===== src/rtl/sp_ram_arbiter_pkg.sv =====
// Shared constants and helpers for the single-port RAM arbiter.
package sp_ram_arb_pkg;

  localparam int RAM_DATA_WIDTH = 32;
  localparam int RAM_BE_WIDTH   = 4;

  // Width of an encoded port index; never narrower than one bit.
  function automatic int port_idx_width(input int n);
    return (n <= 2) ? 1 : $clog2(n);
  endfunction

endpackage


===== src/rtl/sp_ram_arbiter_if.sv =====
// Requester-side bus of the RAM arbiter: per-port request lanes and responses.
interface sp_ram_arbiter_if
  import sp_ram_arb_pkg::*;
#(
  parameter int NUM_PORTS  = 2,
  parameter int ADDR_WIDTH = 15
);

  logic [NUM_PORTS-1:0]                     req;
  logic [NUM_PORTS-1:0][ADDR_WIDTH-1:0]     addr;
  logic [NUM_PORTS-1:0]                     we;
  logic [NUM_PORTS-1:0][RAM_BE_WIDTH-1:0]   be;
  logic [NUM_PORTS-1:0][RAM_DATA_WIDTH-1:0] wdata;
  logic [NUM_PORTS-1:0]                     gnt;
  logic [NUM_PORTS-1:0]                     rvalid;
  logic [NUM_PORTS-1:0][RAM_DATA_WIDTH-1:0] rdata;

  // Requesters drive the request lanes and observe grant/response.
  modport master (
    output req, addr, we, be, wdata,
    input  gnt, rvalid, rdata
  );

  // The arbiter consumes the request lanes and drives grant/response.
  modport slave (
    input  req, addr, we, be, wdata,
    output gnt, rvalid, rdata
  );

endinterface


===== src/rtl/sp_ram_arbiter_rr_arb.sv =====
// Round-robin arbiter: rotating priority pointer, one-hot grant and encoded index.
module sp_ram_rr_arb
  import sp_ram_arb_pkg::*;
#(
  parameter  int NUM_PORTS = 2,
  localparam int IDX_W     = port_idx_width(NUM_PORTS)
) (
  input  logic                 clk,
  input  logic                 rst_i,
  input  logic [NUM_PORTS-1:0] req_i,
  output logic [NUM_PORTS-1:0] gnt_o,
  output logic [IDX_W-1:0]     idx_o,
  output logic                 vld_o
);

  logic [IDX_W-1:0] prio_q;
  logic [IDX_W-1:0] prio_d;
  logic [IDX_W-1:0] p_idx;

  // Scan requesters starting at the pointer; the first hit wins the grant.
  always_comb begin
    gnt_o = '0;
    idx_o = '0;
    vld_o = 1'b0;
    p_idx = '0;
    for (int o = 0; o < NUM_PORTS; o++) begin
      p_idx = IDX_W'((int'(prio_q) + o) % NUM_PORTS);
      if (!vld_o && req_i[p_idx]) begin
        vld_o        = 1'b1;
        gnt_o[p_idx] = 1'b1;
        idx_o        = p_idx;
      end
    end
  end

  // Pointer moves just past the granted port; it holds when nothing is granted.
  always_comb begin
    prio_d = prio_q;
    if (vld_o) begin
      prio_d = (int'(idx_o) == NUM_PORTS - 1) ? '0 : idx_o + IDX_W'(1);
    end
  end

  // Priority pointer register.
  always_ff @(posedge clk) begin
    if (rst_i) begin
      prio_q <= '0;
    end else begin
      prio_q <= prio_d;
    end
  end

endmodule


===== src/rtl/sp_ram_arbiter.sv =====
// Shares one single-port word RAM between NUM_PORTS requesters with
// round-robin arbitration, 1-cycle responses and a contention counter.
module sp_ram_arbiter
  import sp_ram_arb_pkg::*;
#(
  parameter  int NUM_PORTS  = 2,
  parameter  int ADDR_WIDTH = 15,
  parameter  int CNT_WIDTH  = 32,
  localparam int IDX_W      = port_idx_width(NUM_PORTS)
) (
  input  logic                      clk,
  input  logic                      rst_i,
  sp_ram_arbiter_if.slave           bus_if,
  output logic                      ram_en_o,
  output logic                      ram_we_o,
  output logic [ADDR_WIDTH-1:0]     ram_addr_o,
  output logic [RAM_DATA_WIDTH-1:0] ram_wdata_o,
  output logic [RAM_BE_WIDTH-1:0]   ram_be_o,
  input  logic [RAM_DATA_WIDTH-1:0] ram_rdata_i,
  input  logic                      cnt_clr_i,
  output logic [CNT_WIDTH-1:0]      conflict_cnt_o
);

  logic [IDX_W-1:0]     gnt_idx;
  logic                 gnt_vld;
  logic                 rsp_valid_q, rsp_valid_d;
  logic [IDX_W-1:0]     rsp_id_q, rsp_id_d;
  logic [CNT_WIDTH-1:0] cnt_q, cnt_d;
  int                   n_req;

  sp_ram_rr_arb #(
    .NUM_PORTS (NUM_PORTS)
  ) u_arb (
    .clk   (clk),
    .rst_i (rst_i),
    .req_i (bus_if.req),
    .gnt_o (bus_if.gnt),
    .idx_o (gnt_idx),
    .vld_o (gnt_vld)
  );

  // Steer the granted port onto the RAM; everything is zero when idle.
  always_comb begin
    ram_en_o    = 1'b0;
    ram_we_o    = 1'b0;
    ram_addr_o  = '0;
    ram_wdata_o = '0;
    ram_be_o    = '0;
    if (gnt_vld) begin
      ram_en_o    = 1'b1;
      ram_we_o    = bus_if.we[gnt_idx];
      ram_addr_o  = bus_if.addr[gnt_idx];
      ram_wdata_o = bus_if.wdata[gnt_idx];
      ram_be_o    = bus_if.be[gnt_idx];
    end
  end

  // Remember who was granted so the response lands on that port next cycle.
  always_comb begin
    rsp_valid_d = gnt_vld;
    rsp_id_d    = gnt_vld ? gnt_idx : rsp_id_q;
  end

  // Response tracking registers.
  always_ff @(posedge clk) begin
    if (rst_i) begin
      rsp_valid_q <= 1'b0;
      rsp_id_q    <= '0;
    end else begin
      rsp_valid_q <= rsp_valid_d;
      rsp_id_q    <= rsp_id_d;
    end
  end

  // Decode the response to its port; read data is broadcast to every port.
  always_comb begin
    bus_if.rvalid = '0;
    bus_if.rdata  = '0;
    for (int i = 0; i < NUM_PORTS; i++) begin
      bus_if.rvalid[i] = rsp_valid_q && (rsp_id_q == IDX_W'(i));
      bus_if.rdata[i]  = ram_rdata_i;
    end
  end

  // Saturating count of cycles with two or more requesters; clear has priority.
  always_comb begin
    n_req = 0;
    for (int i = 0; i < NUM_PORTS; i++) begin
      n_req = n_req + int'(bus_if.req[i]);
    end
    cnt_d = cnt_q;
    if (cnt_clr_i) begin
      cnt_d = '0;
    end else if (n_req >= 2 && cnt_q != '1) begin
      cnt_d = cnt_q + CNT_WIDTH'(1);
    end
  end

  // Contention counter register.
  always_ff @(posedge clk) begin
    if (rst_i) begin
      cnt_q <= '0;
    end else begin
      cnt_q <= cnt_d;
    end
  end

  assign conflict_cnt_o = cnt_q;

endmodule


===== src/flat_wrapper.sv =====
// flat-port wrapper written by rule: the top's interface ports become plain ports
module sp_ram_arbiter_flat import sp_ram_arb_pkg::*;
#(
  parameter  int NUM_PORTS  = 2,
  parameter  int ADDR_WIDTH = 15,
  parameter  int CNT_WIDTH  = 32,
  localparam int IDX_W      = port_idx_width(NUM_PORTS)
)
  (clk, rst_i, ram_en_o, ram_we_o, ram_addr_o, ram_wdata_o, ram_be_o, ram_rdata_i, cnt_clr_i, conflict_cnt_o, bus_if_req, bus_if_addr, bus_if_we, bus_if_be, bus_if_wdata, bus_if_gnt, bus_if_rvalid, bus_if_rdata);
  sp_ram_arbiter_if #(.NUM_PORTS(NUM_PORTS), .ADDR_WIDTH(ADDR_WIDTH)) bus_if_i ();
  input  logic clk;
  input  logic rst_i;
  output logic ram_en_o;
  output logic ram_we_o;
  output logic [ADDR_WIDTH-1:0] ram_addr_o;
  output logic [RAM_DATA_WIDTH-1:0] ram_wdata_o;
  output logic [RAM_BE_WIDTH-1:0] ram_be_o;
  input  logic [RAM_DATA_WIDTH-1:0] ram_rdata_i;
  input  logic cnt_clr_i;
  output logic [CNT_WIDTH-1:0] conflict_cnt_o;
  input wire logic [$bits(bus_if_i.req)-1:0] bus_if_req;
  input wire logic [$bits(bus_if_i.addr)-1:0] bus_if_addr;
  input wire logic [$bits(bus_if_i.we)-1:0] bus_if_we;
  input wire logic [$bits(bus_if_i.be)-1:0] bus_if_be;
  input wire logic [$bits(bus_if_i.wdata)-1:0] bus_if_wdata;
  output wire logic [$bits(bus_if_i.gnt)-1:0] bus_if_gnt;
  output wire logic [$bits(bus_if_i.rvalid)-1:0] bus_if_rvalid;
  output wire logic [$bits(bus_if_i.rdata)-1:0] bus_if_rdata;
  assign bus_if_i.req = bus_if_req;
  assign bus_if_i.addr = bus_if_addr;
  assign bus_if_i.we = bus_if_we;
  assign bus_if_i.be = bus_if_be;
  assign bus_if_i.wdata = bus_if_wdata;
  assign bus_if_gnt = bus_if_i.gnt;
  assign bus_if_rvalid = bus_if_i.rvalid;
  assign bus_if_rdata = bus_if_i.rdata;
  sp_ram_arbiter #(.NUM_PORTS(NUM_PORTS), .ADDR_WIDTH(ADDR_WIDTH), .CNT_WIDTH(CNT_WIDTH)) u_core (.clk(clk), .rst_i(rst_i), .bus_if(bus_if_i), .ram_en_o(ram_en_o), .ram_we_o(ram_we_o), .ram_addr_o(ram_addr_o), .ram_wdata_o(ram_wdata_o), .ram_be_o(ram_be_o), .ram_rdata_i(ram_rdata_i), .cnt_clr_i(cnt_clr_i), .conflict_cnt_o(conflict_cnt_o));
endmodule

===== config.mk =====
export PLATFORM = sky130hd
export DESIGN_NAME = sp_ram_arbiter_flat
export DESIGN_NICKNAME = d
export VERILOG_FILES = /design/src/rtl/sp_ram_arbiter_pkg.sv /design/src/rtl/sp_ram_arbiter_if.sv /design/src/rtl/sp_ram_arbiter_rr_arb.sv /design/src/rtl/sp_ram_arbiter.sv /design/src/flat_wrapper.sv
export SDC_FILE = /design/constraint.sdc
export NUM_CORES = 1
export LEC_CHECK = 0
export CAP_MARGIN = 5
export CORE_AREA = 5 5 112 114
export CTS_BUF_LIST = sky130_fd_sc_hd__clkbuf_8
export DETAILED_ROUTE_END_ITERATION = 16
export DIE_AREA = 0 0 117 119
export HOLD_SLACK_MARGIN = 0.03
export PLACE_DENSITY = 0.67
export SLEW_MARGIN = 20
export SYNTH_ARGS = -nofsm -noshare
export SYNTH_HDL_FRONTEND = slang
export SYNTH_SLANG_ARGS = --single-unit

===== constraint.sdc =====
create_clock -name clk -period 2.2 [get_ports clk]
set_input_delay 0.33 -clock clk [delete_from_list [all_inputs] [get_ports clk]]
set_output_delay 0.33 -clock clk [all_outputs]
set_load 0.005 [all_outputs]

==> metrics, run 1 <==
Overall Power 1.94 mW; die area 0.0139 mm^2; switching share of power 23.5%; I/O pins 294; Post-Synth XOR/XNOR Area 3.46%; starting density of the core 24.6%; Pins Over Slew Limit 0; LEAKAGE 2.08 nW; DRT iter0 DRCs 177; RR Startpoint u_core.conflict_cnt_o[13]; post-synth top area share 25.2%; largest family of logic cells by synthesized area compound AO/OA/AOI/OAI gates; Tcrit/Tclk final 96.4%; width of the die 117 um; Congestion Overflow GR 0; Simple-Gate Fraction of Synth Area 20.9%; Routability Congestion 0.906; Clock power frac 35.5%; max incr delay on CP 520 ps; Finished Cell Area 0.00507 mm^2; total negative slack 0 ps; cell taking the most area after synthesis dfxtp_1; vias in the first global route 3322; Arrival @ worst endpoint 1790 ps; CP Cell Sequence inv_1 > a21boi_4 > buf_12 > a22o_1 > clkdlybuf4s50_1; Yosys Warn Count 0; Crit path buffers/inverters 3; CTS tree done; antenna violations before repair 3; crit end category output pin; Synth Area in Adders 0.450%; syn nets 485; Synth Cell Area 0.00278 mm^2; HP Class reg -> reg; largest net degree at the start of global routing 33; fill count 1127; P_int 1.48 mW; slowest stage cell, crit path clkdlybuf4s50_1; worst-skew pair later-pin latency 290 ps; RSZ-0062 raised after global routing no; Post-DP Area 0.00487 mm^2; GRT Total Usage 17.4%; Final Critical Period 2120 ps; Post-synth EDFFs 0; Synth Area in Compound Gates 28.1%; power per cell area 383 mW/mm^2; DR pass1 iterations 4; P_sw 0.456 mW; routed wire length 12800 um; most numerous cell in the Yosys netlist buf_4; register area share after synthesis 25.2%; wire length per cell 19.0 um; first-pass GRT wire length 18700 um; worst-path maximum fanout 10; Nets 670; DP Worst Slack -311 ps; Required @ worst endpoint 1870 ps; status completed; clk_skew 10.0 ps; max_cap viols 0; # diodes 0; vias per cell 4.98; Die H 119 um; Worst-Margin Slew 646 ps; row count 39; post-route ant nets 0; hold path start u_core.conflict_cnt_o[1]; mean area per synthesized cell 8.11 um^2; normalized max-slew margin 57.0%; CTS buffer count 5; Seq pwr share 33.1%; mux contribution to synthesized area 0%; DRC errors left 0; final setup fails 0; crit path from u_core.u_arb.prio_q; core area 0.0113 mm^2; vias 3347; Final WS setup 79.5 ps; Unique masters post-synth 39; clock buffer depth 2; Post-synth ARST share 0%; Most used DFF post-synth dfxtp_1; top cells by count, synth buf_4, a22o_1, dfxtp_1, a21oi_1, clkbuf_1; FMAX 472 MHz; H-tree Lvls 2; clock net sink count 35; PortBufs 197; combinational power share 31.4%; CP Class reg -> out; area grow syn2layout 82.1%; top post-synthesis cells by area dfxtp_1, buf_4, a22o_1; CTS clk-pin slew, worst paths 70 ps; fraction of layout cells with a size suffix above 1 16.3%; Seq cells post-synth 35; hold slack 498 ps; Post-Synthesis Cells 343; Final HPWL DP 10700 um; Crit path max-delay family buffers and inverters; maximum VDD drop 266 uV; final hold viol count 0; startpoint types flip-flop; clock root cell clkbuf_8
==> metal layers <==
layer	track usage, %	vias up	wire length, um
met5	0	-	28
met4	3.08	6	163
met3	7.25	20	1360
met2	30.9	173	6550
met1	19.4	1559	4660
li1	-	1589	-
==> registers in the layout, indices dropped and copies added, names as in the netlist <==
| register | count |
|---|---|
| u_core.conflict_cnt_o | 32 |
| u_core.rsp_id_q | 1 |
| u_core.u_arb.prio_q | 1 |
| u_core.rsp_valid_q | 1 |
==> cell type report <==
type                       count  area [um^2]  share of cell area [%]
clock buffer                   5         68.8                    1.36
multi-input combinational    215         1500                    29.5
inverter                       6         22.5                   0.445
timing repair buffer         265         2530                    50.0
clock inverter                 3         63.8                    1.26
tap                          143          179                    3.53
sequential                    35          702                    13.9
==> cell usage in the layout, fill, tap and decap left out, types with 2 or more instances in the layout <==
| cell type | instances |
|---|---|
| nand3_1 | 16 |
| nor2_1 | 14 |
| buf_6 | 3 |
| buf_12 | 5 |
| a22o_1 | 52 |
| nand2_1 | 9 |
| nor2b_1 | 2 |
| a211oi_1 | 5 |
| o21ai_0 | 14 |
| or4_1 | 3 |
| clkbuf_8 | 5 |
| and4_1 | 7 |
| inv_1 | 7 |
| a21oi_1 | 20 |
| xnor2_1 | 10 |
| buf_4 | 59 |
| and2_1 | 4 |
| bufinv_16 | 2 |
| o31ai_1 | 3 |
| or2_2 | 2 |
| and3_1 | 7 |
| clkdlybuf4s50_1 | 144 |
| nand4_1 | 13 |
| o21ai_1 | 2 |
| a21boi_4 | 2 |
| dfxtp_1 | 34 |
| nor4_1 | 3 |
| dlymetal6s2s_1 | 6 |
| or3_1 | 14 |
| dlygate4sd2_1 | 46 |
==> worst reg2reg max path: cells and delay by family, from the launching register on <==
kind	cells	cell delay [ps]
buffers and inverters	2	400
AOI/OAI and AO/OA	1	390
and+or+nand+nor	3	620
xor gates and xnor gates	1	110
DFF	1	390
==> kinds of logic (layout without fill, tap and decap cells) <==
family	Yosys count	after routing
flops	35	35
simple gates	99	99
buf+inv	93	279
xor+xnor	11	11
fa+ha+maj	1	1
compound gates	104	104
==> final timing paths <==
path	endpoint	slack [ps]	cells past startpoint
worst max-delay path	ram_be_o[1]	80	5
worst min-delay path	u_core.conflict_cnt_o[1]	500	2
worst max register to register	u_core.conflict_cnt_o[27]	150	7
worst min register to register	u_core.conflict_cnt_o[1]	500	2
==> power by group through the flow <==
stage	Clock (mW)	Sequential [mW]	Combinational (mW)
floorplan	0	0.655	0.256
global placement	0	0.657	0.638
detailed placement	0	0.657	0.642
CTS	0.710	0.642	0.610
global route	0.745	0.643	0.642
finish	0.689	0.643	0.609
==> through the flow <==
stage / std cells / util (%)
final: 672 / 44.8
after detailed placement: 656 / 43.0
after global placement: 656 / 43.0
after floorplan: 343 / -
after global routing: 672 / 44.8
after CTS: 667 / 44.2
==> repair_timing <==
action,CTS,global route
setup endpoints to repair,53,23
hold buffers,0,0
gates cloned,1,0
setup buffers,2,5
pin swaps,1,2
resized for setup,52,8
(Power assumes the default switching activity.)
==> run 2: changes to the inputs <==
RECOVER_POWER = 25   (was unset)
==> results of run 2 <==
Same layout as run 1: the final DEF is identical, and so are final timing and power.
